==> src/rtl/adc_mock_pkg.sv <==
// -----------------------------------------------------------------------------
// adc_mock_pkg
// Shared definitions for the multi-channel mock ADC.
//   state_t       : conversion sequencer states (IDLE, SAMPLE, CONVERT, DONE)
//   defaultStride : default per-channel data offset, 2**wordSize / channels
// -----------------------------------------------------------------------------
package adc_mock_pkg;

  typedef enum logic [1:0] {
    ST_IDLE    = 2'd0,
    ST_SAMPLE  = 2'd1,
    ST_CONVERT = 2'd2,
    ST_DONE    = 2'd3
  } state_t;

  // The channels split the sample value range into equal slices, so that each
  // channel's data stream is easy to tell apart on a waveform.
  function automatic int defaultStride(input int wordSize, input int channels);
    return (1 << wordSize) / channels;
  endfunction

endpackage

==> src/rtl/adc_mock_source.sv <==
// -----------------------------------------------------------------------------
// adc_mock_source
// Per-channel sample address counters and the mock sample generator.
// Sample value = (addr[ch] + ch*CH_STRIDE) mod 2**WORD_SIZE.
//
// Optional feature (macro ADC_MOCK_TB_FORCE_EN): i_tb_force_addr / i_tb_addr
// replace addr[ch] in the sample calculation; the counter itself is unaffected.
//
// Ports:
//   i_clk, i_reset    clock, asynchronous active-high reset
//   i_enable          advance the address counter of channel i_ch by one
//   i_ch              channel being addressed
//   i_tb_force_addr   (optional) use i_tb_addr instead of addr[ch]
//   i_tb_addr         (optional) forced address
//   o_data            sample value for channel i_ch
// -----------------------------------------------------------------------------
module adc_mock_source
  import adc_mock_pkg::*;
#(
  parameter int  WORD_SIZE  = 8,
  parameter int  CHANNELS   = 4,
  parameter int  ADDR_DEPTH = 8,
  parameter int  CH_STRIDE  = defaultStride(WORD_SIZE, CHANNELS),
  localparam int CW         = $clog2(CHANNELS)
) (
  input  logic                  i_clk,
  input  logic                  i_reset,
  input  logic                  i_enable,
  input  logic [CW-1:0]         i_ch,
`ifdef ADC_MOCK_TB_FORCE_EN
  input  logic                  i_tb_force_addr,
  input  logic [ADDR_DEPTH-1:0] i_tb_addr,
`endif
  output logic [WORD_SIZE-1:0]  o_data
);

  logic [ADDR_DEPTH-1:0] r_addr [CHANNELS];
  logic [ADDR_DEPTH-1:0] w_addrUsed;

  // Only the addressed channel advances; the natural ADDR_DEPTH-bit overflow
  // provides the wrap from 2**ADDR_DEPTH-1 back to 0.
  always_ff @(posedge i_clk or posedge i_reset) begin
    if (i_reset) begin
      for (int i = 0; i < CHANNELS; i++) r_addr[i] <= '0;
    end else if (i_enable) begin
      r_addr[i_ch] <= r_addr[i_ch] + 1'b1;
    end
  end

`ifdef ADC_MOCK_TB_FORCE_EN
  assign w_addrUsed = i_tb_force_addr ? i_tb_addr : r_addr[i_ch];
`else
  assign w_addrUsed = r_addr[i_ch];
`endif

  // Truncation to WORD_SIZE bits performs the modulo 2**WORD_SIZE.
  assign o_data = WORD_SIZE'(32'(w_addrUsed) + 32'(i_ch) * 32'(CH_STRIDE));

endmodule

==> src/rtl/adc_mock_multi.sv <==
// -----------------------------------------------------------------------------
// adc_mock_multi
// Multi-channel mock ADC. A rising TRIGGER edge starts either a single
// conversion (MODE=0, channel CH_SEL) or a scan over all channels (MODE=1).
// Each conversion is SAMPLE (1 cycle), CONVERT (DELAY_DEPTH cycles) and DONE
// (1 cycle, DVALID pulse). Trigger edges while busy set the sticky OVERRUN.
//
// Optional feature (macro ADC_MOCK_TB_FORCE_EN): i_tb_force_addr, i_tb_addr,
// i_tb_force_data, i_tb_data let a bench override the sampled address/data.
//
// Ports:
//   i_clk, i_reset   clock, asynchronous active-high reset
//   i_trigger        conversion request (rising edge)
//   i_ch_sel         single-mode channel, clamped to CHANNELS-1
//   i_mode           0 = single, 1 = scan
//   o_data, o_ch_out converted sample and its channel, held between results
//   o_dvalid         one-cycle result strobe
//   o_busy           sequence in progress
//   o_overrun        sticky: trigger edge seen while busy
// -----------------------------------------------------------------------------
module adc_mock_multi
  import adc_mock_pkg::*;
#(
  parameter int  WORD_SIZE   = 8,
  parameter int  CHANNELS    = 4,
  parameter int  ADDR_DEPTH  = 8,
  parameter int  DELAY_DEPTH = 5,
  parameter int  CH_STRIDE   = defaultStride(WORD_SIZE, CHANNELS),
  localparam int CW          = $clog2(CHANNELS)
) (
  input  logic                  i_clk,
  input  logic                  i_reset,
  input  logic                  i_trigger,
  input  logic [CW-1:0]         i_ch_sel,
  input  logic                  i_mode,
`ifdef ADC_MOCK_TB_FORCE_EN
  input  logic                  i_tb_force_addr,
  input  logic [ADDR_DEPTH-1:0] i_tb_addr,
  input  logic                  i_tb_force_data,
  input  logic [WORD_SIZE-1:0]  i_tb_data,
`endif
  output logic [WORD_SIZE-1:0]  o_data,
  output logic [CW-1:0]         o_ch_out,
  output logic                  o_dvalid,
  output logic                  o_busy,
  output logic                  o_overrun
);

  localparam int DW = $clog2(DELAY_DEPTH + 1);

  state_t               r_state;
  state_t               w_nextState;
  logic                 r_trigPrev;
  logic                 r_armed;
  logic                 w_edge;
  logic [CW-1:0]        w_selCh;
  logic [CW-1:0]        r_ch;
  logic                 r_mode;
  logic [DW-1:0]        r_delayCnt;
  logic [WORD_SIZE-1:0] r_sample;
  logic [WORD_SIZE-1:0] r_data;
  logic [CW-1:0]        r_chOut;
  logic                 r_overrun;
  logic [WORD_SIZE-1:0] w_srcData;
  logic [WORD_SIZE-1:0] w_captureData;
  logic                 w_lastCh;

  // r_armed stays low after reset until TRIGGER has been seen low once, so a
  // TRIGGER held high through reset release cannot masquerade as an edge.
  always_ff @(posedge i_clk or posedge i_reset) begin
    if (i_reset) begin
      r_trigPrev <= 1'b0;
      r_armed    <= 1'b0;
    end else begin
      r_trigPrev <= i_trigger;
      r_armed    <= r_armed | ~i_trigger;
    end
  end

  assign w_edge   = i_trigger & ~r_trigPrev & r_armed;
  assign w_selCh  = ({1'b0, i_ch_sel} >= (CW+1)'(CHANNELS)) ? CW'(CHANNELS - 1) : i_ch_sel;
  assign w_lastCh = (r_ch == CW'(CHANNELS - 1));

  // State register.
  always_ff @(posedge i_clk or posedge i_reset) begin
    if (i_reset) r_state <= ST_IDLE;
    else         r_state <= w_nextState;
  end

  // Next-state logic. Only IDLE accepts a trigger; an edge in DONE is an
  // overrun even when DONE is about to return to IDLE.
  always_comb begin
    w_nextState = r_state;
    case (r_state)
      ST_IDLE:    if (w_edge) w_nextState = ST_SAMPLE;
      ST_SAMPLE:  w_nextState = ST_CONVERT;
      ST_CONVERT: if (r_delayCnt == '0) w_nextState = ST_DONE;
      ST_DONE:    w_nextState = (r_mode && !w_lastCh) ? ST_SAMPLE : ST_IDLE;
      default:    w_nextState = ST_IDLE;
    endcase
  end

  // Status outputs decoded from the state.
  always_comb begin
    o_busy   = (r_state != ST_IDLE);
    o_dvalid = (r_state == ST_DONE);
  end

  // Sequencer datapath: channel/mode latch, sample capture, delay counter and
  // the result registers, which are loaded on entry to DONE and then held.
  always_ff @(posedge i_clk or posedge i_reset) begin
    if (i_reset) begin
      r_ch       <= '0;
      r_mode     <= 1'b0;
      r_delayCnt <= '0;
      r_sample   <= '0;
      r_data     <= '0;
      r_chOut    <= '0;
    end else begin
      case (r_state)
        ST_IDLE: begin
          if (w_edge) begin
            r_ch   <= i_mode ? '0 : w_selCh;
            r_mode <= i_mode;
          end
        end
        ST_SAMPLE: begin
          r_sample   <= w_captureData;
          r_delayCnt <= DW'(DELAY_DEPTH - 1);
        end
        ST_CONVERT: begin
          if (r_delayCnt == '0) begin
            r_data  <= r_sample;
            r_chOut <= r_ch;
          end else begin
            r_delayCnt <= r_delayCnt - 1'b1;
          end
        end
        ST_DONE: begin
          if (r_mode && !w_lastCh) r_ch <= r_ch + 1'b1;
        end
        default: ;
      endcase
    end
  end

  // Sticky overrun: any accepted-looking edge while a sequence is running.
  always_ff @(posedge i_clk or posedge i_reset) begin
    if (i_reset)                         r_overrun <= 1'b0;
    else if (w_edge && r_state != ST_IDLE) r_overrun <= 1'b1;
  end

  adc_mock_source #(
    .WORD_SIZE  (WORD_SIZE),
    .CHANNELS   (CHANNELS),
    .ADDR_DEPTH (ADDR_DEPTH),
    .CH_STRIDE  (CH_STRIDE)
  ) u_source (
    .i_clk           (i_clk),
    .i_reset         (i_reset),
    .i_enable        (r_state == ST_DONE),
    .i_ch            (r_ch),
`ifdef ADC_MOCK_TB_FORCE_EN
    .i_tb_force_addr (i_tb_force_addr),
    .i_tb_addr       (i_tb_addr),
`endif
    .o_data          (w_srcData)
  );

`ifdef ADC_MOCK_TB_FORCE_EN
  assign w_captureData = i_tb_force_data ? i_tb_data : w_srcData;
`else
  assign w_captureData = w_srcData;
`endif

  assign o_data    = r_data;
  assign o_ch_out  = r_chOut;
  assign o_overrun = r_overrun;

endmodule
==> config.mk <==
export PLATFORM = sky130hd
export DESIGN_NAME = adc_mock_multi
export DESIGN_NICKNAME = d
export VERILOG_FILES = /design/src/rtl/adc_mock_pkg.sv /design/src/rtl/adc_mock_source.sv /design/src/rtl/adc_mock_multi.sv
export SDC_FILE = /design/constraint.sdc
export NUM_CORES = 1
export LEC_CHECK = 0
export CORE_ASPECT_RATIO = 0.75
export CORE_MARGIN = 2
export CORE_UTILIZATION = 30
export CTS_CLUSTER_SIZE = 12
export DETAILED_ROUTE_END_ITERATION = 16
export GPL_ROUTABILITY_DRIVEN = 1
export GPL_TIMING_DRIVEN = 0
export PLACE_DENSITY_LB_ADDON = 0.25
export SETUP_SLACK_MARGIN = 0.4
export SLEW_MARGIN = 20
export SYNTH_ARGS = -nofsm -noshare
export SYNTH_HDL_FRONTEND = slang
export SYNTH_SLANG_ARGS = --single-unit
==> constraint.sdc <==
create_clock -name i_clk -period 3.8 [get_ports i_clk]
set_clock_uncertainty 0.05 [all_clocks]
set_input_delay 0.76 -clock i_clk [delete_from_list [all_inputs] [get_ports i_clk]]
set_output_delay 0.76 -clock i_clk [all_outputs]
set_load 0.01 [all_outputs]
==> impl_results.md <==
- Synth area leaders: dfrtp_1 (51%), mux2_2 (7.9%), ha_1 (5.4%)
- Max FO, Critical Path: 5
- Clock buffer depth: 2
- Seq pwr share: 0.335
- Post-route setup slack: 1240 ps
- Post-route ant nets: 0
- I/O Pins: 19
- Pin count of the biggest net entering global routing: 40
- Placed Area: 0.00337 sq mm
- Number of synthesized flops with an enable pin: 0
- Post-synthesis net count: 279
- CTS tree: done
- Port bufs: 18
- Netlist cell types: 31
- Starting Density: 0.310
- Clock latency at the later pin of the worst-skew pair: 340 ps
- Synthesized area: 0.00301 sq mm
- PD cells: 764 mW/mm^2
- Initial antenna violation count: 0
- Relative slew margins: 0.621
- CP Launch Type: register
- Drt first pass iters: 4
- Inst Count DP: 411
- Antenna cell count: 0
- CORE AREA: 0.00970 sq mm
- Avg Inst Size Synth: 11.6 sq um
- LEAKAGE: 1.62 nW
- DR DRC count: 0
- P&R area growth vs syn: 21.9%
- Final Net Count: 309
- Crit path DAT: 1750 ps
- Global placement routability congestion: 0.835
- CP max stage delay: 530 ps
- # H-tree levels: 3
- Layout cell share with drive strength beyond 1: 0.163
- Most numerous cell on the critical path: inv_1
- Max Clk Rate: 390 MHz
- Worst EP required: 2990 ps
- Critical-path top delay cell: clkdlybuf4s50_1
- Fill cell count: 964
- Status: finished, final reports clean
- Die Span Y: 90.7 um
- Max-cap violation count: 0
- Mapped Cells: 260
- Critical path type: register to primary output
- Synth Register Bits: 61
- Hold Fails Final Rpt: 0
- Final setup vio count: 0
- Final worst path period need: 2560 ps
- Sink Count: 61
- Worst-margin pin slew: 569 ps
- Vias/cell: 5.06
- Clock power frac: 0.288
- Yosys top cell area share: 0.508
- First-pass GRT wire length: 11.4 mm
- Sw Share: 0.355
- DRT iter0 DRCs: 139
- Worst slack, placed: 1450 ps
- Clock slew at reported path FFs: 50 ps
- Tcrit/Tclk final: 0.674
- Post-cts sizing count: 0
- Die outline width: 120 um
- Count leader, synth: dfrtp_1
- Setup Buffers After CTS: 0
- HP Class: register to register
- Biggest area consumer among synthesized cells: dfrtp_1
- RSZ-0062 raised after global routing: no
- Worst IR drop on VDD: 311 uV
- Die ar.: 0.0108 sq mm
- Final non-filler cell total: 426
- Fin util: 0.378
- Comb pwr share: 0.378
- Root buf cell: clkbuf_16
- Critical path capture point type: primary output
- Max-slew violations: 0
- GRT overflow: 0
- CTS Hold Bufs: 0
- GRT Resource Usage Total: 0.138
- Final WL: 6.77 mm
- Critical path, cell by cell: inv_1, ha_1, inv_1, clkdlybuf4s50_1
- Fraction of registers with async set/reset: 1.00
- Vias: 2,154
- Row count: 31
- Final instance area: 0.00367 sq mm
- Avg WL per Cell: 15.9 um
- Internal: 1.81 mW
- Register area share after synthesis: 0.508
- CTS buffer count: 9
- Sw Pwr: 992 uW
- Final HPWL DP: 4.67 mm
- Yosys warnings: 0
- Synth top cells by count: dfrtp_1 (61), nand2_1 (41), o21ai_0 (23)
- Number of global-route vias before repair: 2,115
- Setup TNS: 0 ps
- Main synth FF type: dfrtp_1
==> flip-flops by register name, indices dropped and copies added (netlist names), 2 cells and up <==
name / flops
o_data: 8
r_ch: 2
u_source.r_addr: 32
r_state: 2
o_ch_out: 2
r_delayCnt: 3
r_sample: 8
==> power groups by stage <==
stage	logic [mW]	registers, mW	clock network [mW]
3_5_place_dp	1.06	0.948	0
4_1_cts	1.06	0.940	0.817
3_3_place_gp	1.04	0.942	0
5_1_grt	1.18	0.964	0.845
6_report	1.06	0.937	0.805
2_1_floorplan	0.721	0.933	0
==> path summary, 6_finish.rpt <==
| path | startpoint | endpoint | cells after the start | slack [ps] |
|---|---|---|---|---|
| setup / recovery | r_state[0] | o_busy | 4 | 1240 |
| hold / removal | r_armed | r_armed | 1 | 420 |
| setup reg to reg | r_ch[0] | u_source.r_addr[30] | 6 | 1420 |
| hold reg to reg | r_armed | r_armed | 1 | 420 |
| max in group asynchronous | i_reset | u_source.r_addr[22] | 3 | 2510 |
| min in group asynchronous | i_reset | u_source.r_addr[24] | 2 | 680 |
==> layer usage <==
metal,vias up,track usage,part of all wire,wire length [um]
met2,49,0.186,0.42,2880
met4,0,0.0441,0.014,92
met5,-,0,0,0
li1,1014,-,-,-
met3,8,0.0473,0.060,407
met1,1083,0.204,0.50,3390
==> cell usage in the layout (no fill, tap or decap), types with 3 or more instances in the layout <==
cell type	synthesis	layout
clkdlybuf4s50_1	0	18
mux2_2	21	21
dfrtp_1	61	61
inv_1	13	12
mux4_1	4	4
ha_1	13	13
clkbuf_16	0	9
nand2_1	41	41
clkbuf_1	8	9
or4_1	12	12
o2111ai_1	12	12
nand3_1	15	15
a21oi_1	3	3
nor2_1	4	4
o21ai_0	23	23
mux4_2	4	4
nand3b_1	4	4
==> critical path: cells and delay by family (launching register included) <==
family                   cells  cell delay [ps]
adder cells (fa/ha/maj)      1              270
flip-flops                   1              410
buffers and inverters        3              730
==> layout make-up <==
class,instances,area (sq um),area share
inverter,13,51.3,0.0140
clock buffer,11,243,0.0662
buffer,12,62.6,0.0171
multi-input combinational,174,1370,0.373
sequential,61,1530,0.416
timing repair buffer,19,200,0.0546
clock inverter,4,48.8,0.0133
tap,132,165,0.0451
==> through the flow <==
step | power (mW) | hold WS [ps]
after global routing | 2.99 | 435
after detailed placement | 2.01 | 403
after global placement | 1.98 | 404
final | 2.80 | 417
after floorplan | 1.65 | 385
after CTS | 2.82 | 419
==> cells by family after synthesis <==
group	after synthesis	synth area share
fa+ha+maj	13	0.0541
flops	61	0.508
buf+inv	25	0.0370
compound gates	44	0.0945
simple gates	82	0.140
mux	31	0.155
xor+xnor	4	0.0117
(Power assumes the default switching activity.)
